<file path="src/rtl/muldiv_unit.sv">
// muldiv_unit: iterative multiply/divide unit with architectural HI/LO registers.
//   Performs one radix-2 step per cycle on operand magnitudes: shift-add for
//   multiply and restoring division for divide. Signs are fixed up in the
//   DONE state, and the result is written to HI/LO on the edge that ends DONE.
// Ports:
//   clk, rst_n            clock; asynchronous active-low reset
//   start_i, op_i         request; op 00 MULT, 01 MULTU, 10 DIV, 11 DIVU
//   rs_data_i, rt_data_i  operands (dividend = rs, divisor = rt)
//   kill_i                flush of the requesting instruction
//   rd_hilo_i             mfhi/mflo in EX
//   wr_hi_i, wr_lo_i      mthi/mtlo write enables; wdata_i is the write data
//   stall_o, busy_o       pipeline stall request; busy_o is high when not idle
//   done_o                one-cycle completion pulse
//   hi_o, lo_o            HI/LO register contents
module muldiv_unit #(
    parameter int DWIDTH = 32
) (
    input  logic              clk,
    input  logic              rst_n,
    input  logic              start_i,
    input  logic [1:0]        op_i,
    input  logic [DWIDTH-1:0] rs_data_i,
    input  logic [DWIDTH-1:0] rt_data_i,
    input  logic              kill_i,
    input  logic              rd_hilo_i,
    input  logic              wr_hi_i,
    input  logic              wr_lo_i,
    input  logic [DWIDTH-1:0] wdata_i,
    output logic              stall_o,
    output logic              busy_o,
    output logic              done_o,
    output logic [DWIDTH-1:0] hi_o,
    output logic [DWIDTH-1:0] lo_o
);
    localparam int CW = $clog2(DWIDTH) + 1;

    typedef enum logic [1:0] {IDLE, BUSY, DONE} state_t;

    state_t              state, state_nxt;
    logic [CW-1:0]       cnt;
    logic                is_div_q, neg_main_q, neg_rem_q, div_zero_q;
    logic [DWIDTH-1:0]   opnd_q;   // multiplicand (mul) or divisor (div) magnitude
    logic [DWIDTH-1:0]   rs_q;     // raw dividend, returned in HI on divide-by-zero
    logic [2*DWIDTH-1:0] acc;      // mul: {partial, multiplier}; div: {rem, quot}
    logic [DWIDTH-1:0]   hi_q, lo_q;

    logic                accept, sgn_op, rs_neg, rt_neg;
    logic [DWIDTH-1:0]   rs_mag, rt_mag;
    logic [DWIDTH:0]     mul_sum, div_trial;
    logic                div_ok;
    logic [2*DWIDTH-1:0] mul_next, div_next, prod_fix;
    logic [DWIDTH-1:0]   quot_fix, rem_fix, res_hi, res_lo;

    assign accept = (state == IDLE) & start_i & ~kill_i;
    assign sgn_op = ~op_i[0];
    assign rs_neg = sgn_op & rs_data_i[DWIDTH-1];
    assign rt_neg = sgn_op & rt_data_i[DWIDTH-1];
    assign rs_mag = rs_neg ? -rs_data_i : rs_data_i;
    assign rt_mag = rt_neg ? -rt_data_i : rt_data_i;

    // Shift-add step: the carry out of the partial sum shifts into the top bit.
    assign mul_sum  = {1'b0, acc[2*DWIDTH-1:DWIDTH]} + (acc[0] ? {1'b0, opnd_q} : '0);
    assign mul_next = {mul_sum, acc[DWIDTH-1:1]};

    // Restoring step: trial-subtract the divisor from the shifted remainder.
    // The remainder stays below the divisor, so the shift fits in DWIDTH+1 bits.
    assign div_trial = acc[2*DWIDTH-1:DWIDTH-1] - {1'b0, opnd_q};
    assign div_ok    = ~div_trial[DWIDTH];
    assign div_next  = {div_ok ? div_trial[DWIDTH-1:0] : acc[2*DWIDTH-2:DWIDTH-1],
                        acc[DWIDTH-2:0], div_ok};

    // Sign fixup. Most-negative / -1 comes out naturally as most-negative with
    // remainder 0, because negating 2^(DWIDTH-1) wraps to itself.
    assign prod_fix = neg_main_q ? -acc : acc;
    assign quot_fix = neg_main_q ? -acc[DWIDTH-1:0] : acc[DWIDTH-1:0];
    assign rem_fix  = neg_rem_q ? -acc[2*DWIDTH-1:DWIDTH] : acc[2*DWIDTH-1:DWIDTH];

    always_comb begin
        res_hi = prod_fix[2*DWIDTH-1:DWIDTH];
        res_lo = prod_fix[DWIDTH-1:0];
        if (is_div_q) begin
            res_hi = div_zero_q ? rs_q : rem_fix;
            res_lo = div_zero_q ? '1   : quot_fix;
        end
    end

    always_comb begin
        state_nxt = state;
        case (state)
            IDLE:    if (accept) state_nxt = BUSY;
            BUSY:    if (kill_i) state_nxt = IDLE;
                     else if (cnt == CW'(DWIDTH - 1)) state_nxt = DONE;
            DONE:    state_nxt = IDLE;
            default: state_nxt = IDLE;
        endcase
    end

    always_ff @(posedge clk or negedge rst_n) begin
        if (!rst_n) begin
            state      <= IDLE;
            cnt        <= '0;
            is_div_q   <= 1'b0;
            neg_main_q <= 1'b0;
            neg_rem_q  <= 1'b0;
            div_zero_q <= 1'b0;
            opnd_q     <= '0;
            rs_q       <= '0;
            acc        <= '0;
        end else begin
            state <= state_nxt;
            if (accept) begin
                cnt        <= '0;
                is_div_q   <= op_i[1];
                neg_main_q <= rs_neg ^ rt_neg;
                neg_rem_q  <= op_i[1] & rs_neg;
                div_zero_q <= (rt_data_i == '0);
                rs_q       <= rs_data_i;
                opnd_q     <= op_i[1] ? rt_mag : rs_mag;
                acc        <= {{DWIDTH{1'b0}}, op_i[1] ? rs_mag : rt_mag};
            end else if (state == BUSY) begin
                cnt <= cnt + 1'b1;
                acc <= is_div_q ? div_next : mul_next;
            end
        end
    end

    // A killed operation never reaches HI/LO. mthi/mtlo lose to an accepted start.
    always_ff @(posedge clk or negedge rst_n) begin
        if (!rst_n) begin
            hi_q <= '0;
            lo_q <= '0;
        end else if (state == DONE) begin
            if (!kill_i) begin
                hi_q <= res_hi;
                lo_q <= res_lo;
            end
        end else if (state == IDLE && !accept) begin
            if (wr_hi_i) hi_q <= wdata_i;
            if (wr_lo_i) lo_q <= wdata_i;
        end
    end

    // stall_o is gated by rst_n so that a start held during reset does not stall.
    assign stall_o = rst_n & (accept | (state == BUSY) | (rd_hilo_i & (state == BUSY)));
    assign busy_o  = (state != IDLE);
    assign done_o  = (state == DONE);
    assign hi_o    = hi_q;
    assign lo_o    = lo_q;

endmodule

</file>
<file path="config.mk">
export PLATFORM = sky130hd
export DESIGN_NAME = muldiv_unit
export DESIGN_NICKNAME = d
export VERILOG_FILES = /design/src/rtl/muldiv_unit.sv
export SDC_FILE = /design/constraint.sdc
export NUM_CORES = 1
export LEC_CHECK = 0
export CAP_MARGIN = 25
export CORE_ASPECT_RATIO = 1.75
export CORE_MARGIN = 2
export CORE_UTILIZATION = 50
export CTS_CLUSTER_SIZE = 24
export DETAILED_ROUTE_END_ITERATION = 10
export DONT_BUFFER_PORTS = 1
export MAX_ROUTING_LAYER = met4
export PLACE_DENSITY = 0.68
export SETUP_SLACK_MARGIN = 0.5
export SKIP_LAST_GASP = 1
export SLEW_MARGIN = 20
export SYNTH_ARGS = -nofsm -noshare
export SYNTH_HDL_FRONTEND = slang
export SYNTH_SLANG_ARGS = --single-unit
</file>
<file path="constraint.sdc">
create_clock -name clk -period 3.5 [get_ports clk]
set_input_delay 0.35 -clock clk [delete_from_list [all_inputs] [get_ports clk]]
set_output_delay 0.35 -clock clk [all_outputs]
set_load 0.02 [all_outputs]
</file>
== After elaboration in Yosys (flattened, before gate mapping) ==
Index checks and enable logic that the tools add are counted.
Word-level totals
  bits in registers: 204
  bits in latches: 0
  bits in writable memories: 0
  ROM bits: 0
  input bits: 105
  output and inout bits: 67
  word-level logic and storage cells: 80
  memories: 0
Operators by class
  add/sub/neg operators: 8
  $mul: 0
  div/mod/pow operators: 0
  $lt $le $gt $ge: 0
  equal/unequal tests: 6
  shifts and indexed selects: 0
  mux-type cells: 30
  bitwise gates (word level): 13
  reductions and logical operators: 12
Operator list (number)
  $mux 32: 20
  $mux 64: 4
  $neg 32->32: 4
  $neg 64->64: 1
  $add 32x32->33: 1
  $sub 33x32->33: 1
  $logic_not 32->1: 1
  $mux 6: 2
  $reduce_bool 2->1: 5
  $and 1x1->1: 7
  $add 6x1->6 const B: 1
  $eq 6x5->1 const B: 1
  $mux 2: 3
  $reduce_and 3->1: 2
  $ne 2x2->1 const B: 2
  $pmux 2 s2: 1
  $ne 3x3->1 const B: 1
  $not 1->1: 3
  $eq 2x1->1 const B: 1
  $eq 2x2->1 const B: 1
  $logic_not 2->1: 1
  $or 1x1->1: 2
  $reduce_and 2->1: 1
  $logic_and 1x1->1: 1
  other kinds (2): 2

== Depth between registers and ports, before layout ==
Gate-level depths: netlist of the first run.
  depth in word-level cells: 7
  mapped depth: 15
  gate-level depth less buffers: 13

== Worst setup path after synthesis of the first run ==
OpenSTA, ideal clock, no wires.
  path type: flip-flop to flip-flop
  start point: register acc[0]
  end point: register acc[62]
  setup time: 0.083 ns
  arrival time: 3.429 ns
  required time: 3.417 ns
  setup slack: -0.011 ns
  stages on the path, launching flop included: 15
  buffers on the path: 2
  period minus slack after synthesis: 3.511 ns
  cells stage by stage: dfrtp_1 > clkbuf_1 > inv_1 > clkbuf_1 > nor2_1 > ha_1 > a21o_1 > a31oi_1 > a21bo_2 > o311ai_0 > a21oi_1 > o31ai_1 > a221oi_1 > mux2_2 > o21ai_0
Between the ends
  longest elaborated chain between the ends: 5
RTL lines
  start: declaration: line 44  | logic [2*DWIDTH-1:0] acc;
  start signal: assignment: line 119  | acc <= {{DWIDTH{1'b0}}, op_i[1] ? rs_mag : rt_mag};
  start signal: assignment: line 122  | acc <= is_div_q ? div_next : mul_next;
  $mux 32: line 62  | assign mul_sum = {1'b0, acc[2*DWIDTH-1:DWIDTH]} + (acc[0] ? {1'b0, opnd_q} : '0);
  $add 32x32->33: line 62
  $mux 64: line 122
  $mux 64: line 120  | end else if (state == BUSY) begin
  $mux 64: line 111  | if (accept) begin
No other way between the ends. The select of a mux whose other input is x is not followed.
A chain may end at the register's enable or synchronous reset.

== Worst setup path in the final report of the first run ==
Ends and elaborated chain as after synthesis.

==> results.cfg, run 1 <==
[sta]
final.min_clock_period_ns = 3.173
whs_ns = -0.4945
tightest_slew_ns = 1.035
fmax_ghz = 0.3152
rsz0062_at_grt = yes
timing.final.ws_setup_ns = 0.3272
fin_worst_skew_ns = 0.01327
slew_headroom_pct = 30.99
final_hold_viol_count = 204
slew_viol_final = 0
fin_crit_sh_pct = 90.65
setup_violations = 0

[yosys]
synth_mux_area_share_pct = 3.915
ys_seq_area_share_pct = 29.91
synth-compound-area-share_pct = 25.91
synth_async_sr_flop_share_pct = 100.0
synth_top_flop_cell = dfrtp_1
syn-mean-instance-area_um2 = 7.626
ys_warn_count = 0
synth-adder-area-share_pct = 5.293
synth_seq_cells = 204
synth_top_family_by_area = compound AO/OA/AOI/OAI gates
synth_cell_types = 70
netlist_area_um2 = 17070
synth.net_count = 2414
synth_cells = 2238
synth-xor-area-share_pct = 9.597
synth-simple-area-share_pct = 20.34
synth-edff-count = 0

[power_and_ir_drop]
power_density_nw_per_um2 = 777.2
p_comb_share_pct = 60.7
p_clk_share_pct = 15.3
vdd_drop_max_v = 0.0004883
seqPwrFrac_pct = 24.0
power.internal_w = 0.008606
switching_share_pct = 46.62
p_sw_w = 0.007515
leakage_nw = 8.758

[clock_network]
clkTransAtPathRegs_ns = 0.07
cts_hold_buf = 38
cts-root-buf = clkbuf_16
htreeDepth = 1
cts_buffers = 22
cts.sinks = 204
insertion_delay_ns = 0.54
cts_tree = done
clk_path_buf_depth = 3

[route]
drc = 0
wl_per_cell_um = 24.53
first_pass_iters = 6
drtIter0Drc = 1322
viasPerCell = 6.333
num_vias = 17637
drtAntennaViolNets = 0
routed_wirelength_um = 68320

[floorplanning]
die_h_um = 248.4
core-area_um2 = 33630
ios = 172
initial_utilization_pct = 50.75
rows = 89
die_w_um = 143.7
die_area_um2 = 35690

[critical_path]
crit_arrival_ns = 3.64
cp-start-kind = register
crit_path_max_fanout = 6
critPathKind = reg -> reg
crit_required_ns = 3.96
end_kind = register

[placement]
port_buffers = 0
hpwl_um = 51050
routabilityCongestion = 1.010
placed_cell_area_um2 = 17990
dp_slack_ns = -0.1835

[outcome]
violations = hold timing
status = finished with violations

[grt]
grt_antenna_before_repair = 2
grt_overflow = 0
grt_pass1_wl_um = 100900
grt_pass1_vias = 16941
grt_usage_pct = 38.07
grt_max_degree = 206

[final_layout]
drive_gt1_share_pct = 18.13
nets = 2488
fin_area_um2 = 20740
area_delta_synth_final_pct = 21.54
fin_util_pct = 61.68

[worst_hold_path]
hold_path_class = in -> async

[job]
maxCapViolations = 0
==> per-stage QoR <==
stage | TNS, ns | instances | hold slack, ns | power, W
finish | 0 | 2785 | -0.4945 | 0.01612
global route | 0 | 2785 | -0.5073 | 0.01695
CTS | 0 | 2755 | -0.5050 | 0.01491
detailed placement | -0.1835 | 2642 | 0.05890 | 0.01183
global placement | -0.08275 | 2642 | 0.05827 | 0.01171
floorplan | 0 | 2238 | 0.05441 | 0.009176
==> worst max-delay path, stage by stage (launching register included) <==
cell,delay [ns]
dfrtp_1,0.39
clkinvlp_4,0.25
buf_6,0.22
nor2_4,0.12
ha_4,0.22
a21o_1,0.21
a31oi_2,0.19
a21bo_2,0.24
o311ai_4,0.14
a21oi_4,0.26
o31ai_4,0.10
a221oi_4,0.29
mux2_4,0.33
o21ai_1,0.11
==> timing repair <==
item / 4_1_cts / 5_1_grt
cloned: 0 / 1
endpoints found under the hold margin: 244 / 204
setup buffers: 35 / 27
pin swaps: 41 / 72
setup endpoints to repair: 59 / 63
resized for setup: 99 / 187
==> per-layer routing <==
layer | routed length, um | vias to the layer above | GRT usage, %
met3 | 4992 | 208 | 6.008
met4 | 5521 | 0 | 25.01
met1 | 25310 | 8501 | 43.85
met5 | 0 | - | -
met2 | 32500 | 776 | 60.64
li1 | - | 8152 | -
==> cell usage after synthesis (all sizes together) (5+ instances only) <==
| library cell | instances | area [um2] |
|---|---|---|
| xnor2 | 105 | 919.6 |
| nand2b | 22 | 137.6 |
| nor3b | 5 | 37.54 |
| and3 | 17 | 106.4 |
| a22oi | 17 | 127.6 |
| clkbuf | 157 | 589.3 |
| dfrtp | 204 | 5105 |
| o21bai | 9 | 67.56 |
| o21a | 16 | 120.1 |
| a31oi | 15 | 93.84 |
| mux2 | 6 | 67.56 |
| nor2b | 18 | 112.6 |
| or4 | 16 | 123.9 |
| nor3 | 27 | 135.1 |
| nor4 | 16 | 112.6 |
| a21oi | 156 | 780.8 |
| inv | 59 | 221.5 |
| o31a | 6 | 52.55 |
| nand2 | 358 | 1344 |
| or2 | 11 | 71.32 |
| a41oi | 6 | 52.55 |
| nor2 | 172 | 645.6 |
| nand4 | 20 | 125.1 |
| a211oi | 13 | 102.6 |
| mux2i | 60 | 600.6 |
| or3 | 29 | 181.4 |
| o221ai | 27 | 236.5 |
| a2111oi | 6 | 52.55 |
| xor2 | 82 | 718.2 |
| o31ai | 37 | 287.8 |
| buf | 12 | 47.55 |
| o22ai | 39 | 244.0 |
| nand3 | 47 | 235.2 |
| ha | 69 | 863.3 |
| o211ai | 39 | 292.8 |
| a21o | 34 | 255.2 |
| o41ai | 14 | 137.6 |
| o21ai | 247 | 1236 |
==> layout by cell type, fill, tap and decap left out, drive strengths merged, types with 13 or more instances in the layout <==
cell,count
xor2,82
dlygate4sd3,38
a211oi,13
nand4,20
xnor2,105
o21a,16
a21oi,156
o22ai,39
or3,29
clkbuf,32
o211ai,39
nand2b,22
o221ai,27
nand3,47
a31oi,15
a22oi,17
inv,57
o31ai,37
nor2,172
nor2b,18
mux2i,60
o41ai,14
nor4,16
dfrtp,204
o21ai,247
or4,16
and3,17
a21o,34
nand2,358
buf,180
nor3,27
ha,69
==> cell families after synthesis <==
logic type | count (synthesis)
simple gates | 771
compound gates | 711
buf+inv | 228
flops | 204
xor+xnor | 187
fa+ha+maj | 71
mux | 66
==> final timing paths <==
path / endpoint / from / cells after the start / slack (ns)
setup / recovery: acc[62] / acc[0] / 13 / 0.33
hold / removal: lo_o[6] / rst_n / 0 / -0.49
setup reg to reg: acc[62] / acc[0] / 13 / 0.33
hold reg to reg: rs_q[24] / rs_q[24] / 2 / 0.48
max in group asynchronous: acc[51] / rst_n / 0 / 3.67
min in group clk: hi_o[11] / wdata_i[11] / 2 / 0.02
==> area by class of cell <==
cell class                 count  area, um2
inverter                      59      229.0
tap                          455      569.3
multi-input combinational   1806      12190
timing repair buffer         219       1883
clock buffer                  31      645.6
antenna                        2      5.005
clock inverter                 9      97.59
sequential                   204       5126
fill                        3078      12890
==> registers in the layout, summed over array words and instances, names as in the netlist <==
name,flops
opnd_q,32
cnt,6
state,2
neg_main_q,1
neg_rem_q,1
hi_o,32
div_zero_q,1
acc,64
is_div_q,1
rs_q,32
lo_o,32
==> power by group through the flow <==
| stage | combinational, W | clock [W] | sequential [W] |
|---|---|---|---|
| floorplan | 0.00561 | 0 | 0.00356 |
| global placement | 0.00785 | 0 | 0.00386 |
| detailed placement | 0.00794 | 0 | 0.00388 |
| CTS | 0.00859 | 0.00248 | 0.00383 |
| global route | 0.0104 | 0.00257 | 0.00394 |
| finish | 0.00979 | 0.00247 | 0.00387 |
No activity file was read; power rests on OpenSTA's default activity.
==> run 2, diff against run 1 <==
ABC_AREA = 1   (was not set)
==> results.cfg, run 2 <==
[outcome]
violations = hold timing
status = finished with violations

[yosys]
synth_cells = 3525
synth_cell_types = 55
synth_top_flop_cell = dfrtp_1
yosysMostFrequentCell = nand2_1
ys_warn_count = 0
yosys.area.top_type_share_pct = 25.01
synth-simple-area-share_pct = 40.10
synth_top_family_by_area = simple AND/OR/NAND/NOR gates
yosys-top-cells-area = dfrtp_1 (25%), nand2_1 (21%), nor2_1 (8.7%)
synth_seq_cells = 204
synth_mux_area_share_pct = 0
synth-xor-area-share_pct = 3.090
synth_async_sr_flop_share_pct = 100.0
netlist_area_um2 = 20410
synth.net_count = 3701
ys_seq_area_share_pct = 25.01
yosysTopAreaCell = dfrtp_1
synth_common_cells = nand2_1 (1152), nor2_1 (472), inv_1 (438)
syn-mean-instance-area_um2 = 5.790
synth-compound-area-share_pct = 15.86
synth-edff-count = 0
synth-adder-area-share_pct = 4.426

[critical_path]
critical_path.top_delay_family = simple AND/OR/NAND/NOR gates
cp-start-kind = register
crit_arrival_ns = 3.34
crit_chain = nor2_1 -> nand2_1 -> nor2_2 -> nand2_1 -> nor2_1 -> nand3_1 -> nand2_1 -> nand2_1 -> nand2_1 -> nand2_1 -> nand2_1 -> nand2_1 -> a21oi_1
crit_buf_inv = 0
critPathKind = reg -> reg
max_stage_delay_ns = 0.59
slowest_stage = nor2_1
end_kind = register
crit_required_ns = 3.97
cp_common_cell = nand2_1
crit_path_max_fanout = 5

[floorplanning]
rows = 97
core-area_um2 = 40170
die_h_um = 271.3
die_area_um2 = 42510
ios = 172
die_w_um = 156.7
initial_utilization_pct = 50.80

[placement]
hpwl_um = 76590
placed_cell_area_um2 = 20950
port_buffers = 0
routabilityCongestion = 1.112

[final_layout]
drive_gt1_share_pct = 5.452
final_cell_mix = nand2_1 (1150), nor2_1 (467), inv_1 (437), a21oi_1 (253), nand3_1 (229)
area_delta_synth_final_pct = 7.780
nets = 3663
largest-register = acc
largest_register_ffs = 64
fin_area_um2 = 22000
final_common_cell = nand2_1

[clock_network]
clkTransAtPathRegs_ns = 0.07
insertion_delay_ns = 0.55
htreeDepth = 1
cts_buffers = 22
post_cts_buffers = 0
clk_path_buf_depth = 3
cts-root-buf = clkbuf_16
cts.sinks = 204
cts_tree = done

[sta]
fin_worst_skew_ns = 0.01539
slew_headroom_pct = 25.97
setup_violations = 0
final_hold_viol_count = 204
final.min_clock_period_ns = 2.875
setup-tns-final_ns = 0
tightest_slew_ns = 1.110
fin_crit_sh_pct = 82.14
whs_ns = -0.4999
rsz0062_at_grt = yes
fmax_ghz = 0.3478
slew_viol_final = 0

[grt]
grt_antenna_before_repair = 7
grt_pass1_wl_um = 140100
grt_max_degree = 206
grt_overflow = 0
grt_usage_pct = 46.04
grt_pass1_vias = 22750

[worst_hold_path]
hold_path_class = in -> async

[job]
maxCapViolations = 0

[power_and_ir_drop]
power_density_nw_per_um2 = 835.4
vdd_drop_max_v = 0.0008971
leakage_nw = 11.23

[route]
viasPerCell = 5.947
drtIter0Drc = 2862
drc = 0
first_pass_iters = 9
wl_per_cell_um = 23.94
drtAntennaViolNets = 0
num_vias = 24127
routed_wirelength_um = 97130
[run 2: cell types whose count changed in the layout (fill, tap and decap cells not counted), moves of 60 or more]
cell,before,now
nand2_1,352,1150
buf_4,153,61
mux2i_1,60,0
xnor2_1,102,20
a21oi_1,132,253
nor2_1,155,467
nand3_1,44,229
inv_1,53,437
[run 2: metrics by stage]
| step | cells | total power, W | util, % | setup slack, ns |
|---|---|---|---|---|
| finish | 4057 | 0.01838 | 54.75 | 0.6252 |
| detailed placement | 3991 | 0.01507 | 52.16 | 0.5405 |
| global route | 4055 | 0.01957 | 54.74 | 0.4857 |
| floorplan | 3525 | 0.01151 | - | 0.9174 |
| global placement | 3991 | 0.01494 | 52.16 | 0.6145 |
| CTS | 4038 | 0.01766 | 54.27 | 0.5251 |
[run 2: final timing paths]
path / from / endpoint / slack, ns / depth (start not counted)
min in group clk: wdata_i[6] / lo_o[6] / 0.01 / 2
max in group asynchronous: rst_n / neg_main_q / 3.63 / 0
worst max register to register: acc[29] / hi_o[30] / 0.63 / 13
worst max-delay path: acc[29] / hi_o[30] / 0.63 / 13
worst min-delay path: rst_n / rs_q[25] / -0.50 / 0
worst min register to register: rs_q[25] / rs_q[25] / 0.49 / 2
[run 2: cells by family (layout without fill, tap and decap cells)]
family	count (synthesis)	count (layout)
buffers and inverters	598	570
AND/OR/NAND/NOR	1992	1998
adder cells (fa/ha/maj)	71	71
AO/OA/AOI/OAI	588	588
XOR/XNOR	72	72
other	0	10
flip-flops	204	204
[run 2: what timing repair did]
item	4_1_cts	5_1_grt
hold endpoints to repair	211	205
hold buffers	7	1
resized for setup	0	19
endpoints found under the setup margin	0	34
[run 2: power by group]
group	total (W)	switching, W	internal (W)
sequential	0.00413	0.00114	0.00299
combinational	0.0117	0.00813	0.00354
clock	0.00258	0.00107	0.00151
[run 2: layout make-up]
| type | count | area, um2 |
|---|---|---|
| Multi-Input combinational cell | 2729 | 13130 |
| Inverter | 460 | 1727 |
| Antenna cell | 10 | 25.02 |
| Clock buffer | 30 | 641.9 |
| Timing Repair Buffer | 70 | 549.3 |
| Sequential cell | 204 | 5111 |
| Clock inverter | 10 | 136.4 |
| Tap cell | 544 | 680.7 |
| Fill cell | 4207 | 18180 |
[run 2: routing by layer]
metal	vias up	wire length [um]	GRT usage (%)	share of wire [%]
li1	11159	-	-	-
met1	11113	30960	43.95	32
met2	1385	44520	72.96	46
met3	470	7968	10.20	8.2
met4	0	13680	48.99	14
met5	-	0	-	0
